### src/rtl/rggen_checked_bus_splitter.sv
// Fans one register-bus access out to TOTAL_REGISTERS register ports and returns a checked response.
// The optional access watchdog is built when RGGEN_BUS_SPLITTER_TIMEOUT_EN is defined.
`timescale 1ns/1ps
module rggen_checked_bus_splitter #(
  parameter int DATA_WIDTH      = 32,
  parameter int ADDRESS_WIDTH   = 16,
  parameter int TOTAL_REGISTERS = 1,
  parameter int TIMEOUT_CYCLES  = 16
) (
  input  logic                                  clk,
  input  logic                                  rst_n,
  input  logic                                  bus_request_i,
  input  logic [ADDRESS_WIDTH-1:0]              bus_address_i,
  input  logic                                  bus_direction_i,
  input  logic [DATA_WIDTH-1:0]                 bus_write_data_i,
  input  logic [DATA_WIDTH/8-1:0]               bus_write_strobe_i,
  output logic                                  bus_done_o,
  output logic                                  bus_read_done_o,
  output logic                                  bus_write_done_o,
  output logic [DATA_WIDTH-1:0]                 bus_read_data_o,
  output logic [1:0]                            bus_status_o,
  output logic [TOTAL_REGISTERS-1:0]            reg_request_o,
  output logic [ADDRESS_WIDTH-1:0]              reg_address_o,
  output logic                                  reg_direction_o,
  output logic [DATA_WIDTH-1:0]                 reg_write_data_o,
  output logic [DATA_WIDTH/8-1:0]               reg_write_strobe_o,
  input  logic [TOTAL_REGISTERS-1:0]            reg_select_i,
  input  logic [TOTAL_REGISTERS-1:0]            reg_ready_i,
  input  logic [TOTAL_REGISTERS*DATA_WIDTH-1:0] reg_read_data_i,
  input  logic [2*TOTAL_REGISTERS-1:0]          reg_status_i,
  output logic [2:0]                            error_info
);

  localparam logic       RGGEN_WRITE       = 1'b1;
  localparam logic [1:0] RGGEN_OKAY        = 2'b00;
  localparam logic [1:0] RGGEN_SLAVE_ERROR = 2'b10;
  localparam logic [TOTAL_REGISTERS-1:0] SEL_ONE = TOTAL_REGISTERS'(1);

  typedef enum logic [1:0] {
    IDLE     = 2'd0,
    ACCESS   = 2'd1,
    RESPONSE = 2'd2
  } state_e;

  state_e                  state_q, state_d;
  logic                    done_q, done_d;
  logic                    read_done_q, read_done_d;
  logic                    write_done_q, write_done_d;
  logic [DATA_WIDTH-1:0]   read_data_q, read_data_d;
  logic [1:0]              status_q, status_d;
  logic [2:0]              error_q, error_d;

  logic                    active;
  logic                    hit_none;
  logic                    hit_multi;
  logic                    qualified_ready;
  logic                    timeout;
  logic                    tmo_reached;
  logic                    complete;
  logic [DATA_WIDTH-1:0]   sel_data;
  logic [1:0]              sel_status;

  assign reg_address_o      = bus_address_i;
  assign reg_direction_o    = bus_direction_i;
  assign reg_write_data_o   = bus_write_data_i;
  assign reg_write_strobe_o = bus_write_strobe_i;
  assign reg_request_o      = (state_q != RESPONSE) ? {TOTAL_REGISTERS{bus_request_i}} : '0;

  assign active          = (state_q != RESPONSE) && bus_request_i;
  assign hit_none        = ~|reg_select_i;
  // Clearing the lowest set bit leaves something only when two or more selects are high.
  assign hit_multi       = |(reg_select_i & (reg_select_i - SEL_ONE));
  assign qualified_ready = |(reg_ready_i & reg_select_i);
  assign timeout         = !hit_none && !hit_multi && !qualified_ready && tmo_reached;
  assign complete        = active && (hit_multi || hit_none || qualified_ready || timeout);

  always_comb begin
    sel_data   = '0;
    sel_status = '0;
    for (int i = 0; i < TOTAL_REGISTERS; i++) begin
      if (reg_select_i[i]) begin
        sel_data   = sel_data | reg_read_data_i[i*DATA_WIDTH +: DATA_WIDTH];
        sel_status = sel_status | reg_status_i[2*i +: 2];
      end
    end
  end

`ifdef RGGEN_BUS_SPLITTER_TIMEOUT_EN
  localparam int CNT_W = $clog2(TIMEOUT_CYCLES + 1);
  localparam logic [CNT_W-1:0] TMO_LAST = CNT_W'(TIMEOUT_CYCLES - 1);

  logic [CNT_W-1:0] wdog_q, wdog_d;

  assign tmo_reached = (wdog_q == TMO_LAST);
  assign wdog_d      = (active && !complete) ? wdog_q + CNT_W'(1) : '0;

  always_ff @(posedge clk) begin
    if (!rst_n) wdog_q <= '0;
    else        wdog_q <= wdog_d;
  end
`else
  logic unused_timeout_cfg;
  assign unused_timeout_cfg = (TIMEOUT_CYCLES > 0);
  assign tmo_reached        = 1'b0;
`endif

  always_comb begin
    state_d      = state_q;
    done_d       = 1'b0;
    read_done_d  = 1'b0;
    write_done_d = 1'b0;
    read_data_d  = '0;
    status_d     = RGGEN_OKAY;
    error_d      = 3'b000;
    case (state_q)
      IDLE, ACCESS: begin
        if (!bus_request_i) begin
          state_d = IDLE;
        end else if (complete) begin
          state_d      = RESPONSE;
          done_d       = 1'b1;
          read_done_d  = (bus_direction_i != RGGEN_WRITE);
          write_done_d = (bus_direction_i == RGGEN_WRITE);
          if (hit_multi) begin
            status_d   = RGGEN_SLAVE_ERROR;
            error_d[1] = 1'b1;
          end else if (hit_none) begin
            status_d   = RGGEN_SLAVE_ERROR;
            error_d[0] = 1'b1;
          end else if (qualified_ready) begin
            status_d    = sel_status;
            read_data_d = (bus_direction_i == RGGEN_WRITE) ? '0 : sel_data;
          end else begin
            status_d   = RGGEN_SLAVE_ERROR;
            error_d[2] = 1'b1;
          end
        end else begin
          state_d = ACCESS;
        end
      end
      RESPONSE: state_d = IDLE;
      default:  state_d = IDLE;
    endcase
  end

  always_ff @(posedge clk) begin
    if (!rst_n) begin
      state_q      <= IDLE;
      done_q       <= 1'b0;
      read_done_q  <= 1'b0;
      write_done_q <= 1'b0;
      read_data_q  <= '0;
      status_q     <= RGGEN_OKAY;
      error_q      <= 3'b000;
    end else begin
      state_q      <= state_d;
      done_q       <= done_d;
      read_done_q  <= read_done_d;
      write_done_q <= write_done_d;
      read_data_q  <= read_data_d;
      status_q     <= status_d;
      error_q      <= error_d;
    end
  end

  assign bus_done_o       = done_q;
  assign bus_read_done_o  = read_done_q;
  assign bus_write_done_o = write_done_q;
  assign bus_read_data_o  = read_data_q;
  assign bus_status_o     = status_q;
  assign error_info       = error_q;

endmodule

### config.mk
export PLATFORM = sky130hd
export DESIGN_NAME = rggen_checked_bus_splitter
export DESIGN_NICKNAME = d
export VERILOG_FILES = /design/src/rtl/rggen_checked_bus_splitter.sv
export SDC_FILE = /design/constraint.sdc
export NUM_CORES = 1
export LEC_CHECK = 0
export BUFFER_PORTS_ARGS = -buffer_cell sky130_fd_sc_hd__buf_2
export CORE_ASPECT_RATIO = 0.8
export CORE_MARGIN = 2
export CORE_UTILIZATION = 29
export DETAILED_ROUTE_END_ITERATION = 16
export GPL_ROUTABILITY_DRIVEN = 0
export MAX_ROUTING_LAYER = met4
export PLACE_DENSITY = 0.72
export REMOVE_ABC_BUFFERS = 1
export SYNTH_ARGS = -nofsm -noshare
export SYNTH_HDL_FRONTEND = slang
export SYNTH_SLANG_ARGS = --single-unit
### constraint.sdc
create_clock -name clk -period 1.3 [get_ports clk]
set_clock_uncertainty 0.05 [all_clocks]
set_input_delay 0.26 -clock clk [delete_from_list [all_inputs] [get_ports clk]]
set_output_delay 0.26 -clock clk [all_outputs]
set_load 0.02 [all_outputs]
==> impl_metrics.ini <==
[layout]
nets = 303
final_common_cell = buf_2
final_cell_mix = 80 x buf_2, 40 x dfxtp_1, 33 x inv_1
regArea_um2 = 801
area_growth_pct = 10.3
final_cells = 290
drive_above_1_share_pct = 44.8
multi_input_area_um2 = 314
n_fill_cell = 577
n_antenna_cell = 0

[yosys]
synth.avg_cell_area_um2 = 9.28
syn-cell-area_um2 = 1710
seq_area_frac_synth_pct = 46.9
syn_inst = 184
synth_warnings = 0
ys_ff_latch = 40
synth.distinct_cells = 18

[drt]
via_per_inst = 4.30
drt_wl_total_um = 7120
drc = 0
first_pass_iters = 6
vias = 1247
post_drt_wl_per_cell_um = 24.5
drt_iter0_markers = 52
ant_nets = 0

[job]
max_cap_violations = 0

[critical_path]
critPathArrivalTime_ps = 910
critPathMaxFanout = 3
cp-start-kind = flip-flop
cp_slowest_cell = dfxtp_1
cp_cell_sequence = a21boi_1 -> buf_2
cpPeakStageDelay_ps = 320
cp.required_ps = 990
worstSetupPathType = reg2out
critPathCaptureType = primary output

[global_routing]
grt_pass1_wl_um = 9460
overflow = 0
grt_pass1_vias = 1108
grt_max_degree = 40
antenna_found_initial = 0
grt_use_total_pct = 22.2

[sta]
finalSetupViolCount = 0
rsz0062_at_grt = false
setup_tns_ps = 0
maxSlewViolCount = 0
fin_crit_ps = 1220
period_share_pct = 94.0
hold_viol = 0
setup_slack_ps = 78.6
fmax_ghz = 0.819

[worst_hold_path]
worstHoldPathType = in2reg

[die]
die_area_um2 = 6520
rows = 24
start_util_pct = 30.7
io_pins = 186
die_y_um = 72.6
die_w_um = 89.8
core_um2 = 5560

[clock_network]
htree_levels = 2
cts_sinks = 40
clkTransAtPathRegs_ps = 80
cts_buffers = 5
root_buffer = clkbuf_8
cts_resized = 0
cts_tree = done
clk_path_buf_depth = 2
cts_setup_buffers = 0
clk-insertion-delay-late_ps = 280
holdBufCountCts = 0

[status]
status = finished clean

[placement]
placed_cells = 282
io_buffers = 80
hpwl_um = 6000
place_ws_ps = 244

[power_and_ir_drop]
ir_drop_mv = 0.454
powerDensity_nw_per_um2 = 1230
p_leak_nw = 0.997
-- worst max-delay path: cells and delay by family, from the launching register on --
| kind | cells | cell delay, ps |
|---|---|---|
| compound gates | 1 | 130 |
| flops | 1 | 320 |
| buf+inv | 1 | 180 |
-- metrics by stage --
stage          total power, mW  area, µm²  util (%)  hold slack (ps)
3_3_place_gp              1.51       1790      32.3              432
5_1_grt                   2.43       1880      33.9              133
4_1_cts                   2.35       1880      33.9              129
2_1_floorplan             1.37       1240         -              281
3_5_place_dp              1.51       1790      32.3              436
6_report                  2.32       1880      33.9              139
-- sequential cells by signal, summed over array words and instances (netlist names) --
register / flops
bus_read_done_o: 1
state_q: 2
error_info: 2
bus_write_done_o: 1
bus_status_o: 2
bus_read_data_o: 32
-- cell usage after synthesis --
cell	n	area, µm²
inv_1	33	124
clkbuf_1	1	3.75
nor4_1	28	175
buf_4	54	405
nor3b_1	1	7.51
a21boi_0	1	7.51
nor2_1	3	11.3
nor2b_1	2	12.5
nand3_1	1	5.00
nand2_1	2	7.51
nor4_2	4	50.1
nand3b_4	1	20.0
a21oi_1	1	5.00
conb_1	1	3.75
nor3_1	1	5.00
buf_6	2	22.5
buf_2	8	40.0
dfxtp_1	40	801
-- routing by layer --
| metal | up-vias | wire length [µm] | global-route usage [%] |
|---|---|---|---|
| li1 | 578 | - | - |
| met1 | 496 | 1760 | 14.6 |
| met2 | 165 | 2970 | 30.7 |
| met3 | 8 | 2330 | 34.7 |
| met4 | 0 | 57 | 4.27 |
| met5 | - | 0 | - |
-- power breakdown --
part           internal (mW)  switching [mW]
combinational         0.0946           0.137
clock                  0.433           0.410
sequential              1.24         0.00523
-- logic make-up after synthesis --
logic type | synth area share, %
compound gates | 0.733
simple gates | 17.2
flops | 46.9
other cells | 0.220
buf+inv | 34.9
-- path summary, 6_finish.rpt --
kind	cells after the start	slack, ps	startpoint	end
max	2	80	state_q[1]$_SDFF_PN0_	reg_request_o
min	3	140	reg_read_data_i[23]	bus_read_data_o[23]$_SDFF_PP0_
max reg2reg	3	220	state_q[1]$_SDFF_PN0_	bus_read_data_o[15]$_SDFF_PP0_
min reg2reg	3	750	state_q[1]$_SDFF_PN0_	state_q[1]$_SDFF_PN0_
-- final cells by class --
type,count,share of cell area [%]
clock buffer,8,4.79
inverter,33,6.58
multi-input combinational,47,16.7
sequential,40,42.6
tap,78,5.19
timing repair buffer,84,24.2
Note: power is estimated with default switching activity, not from simulation.
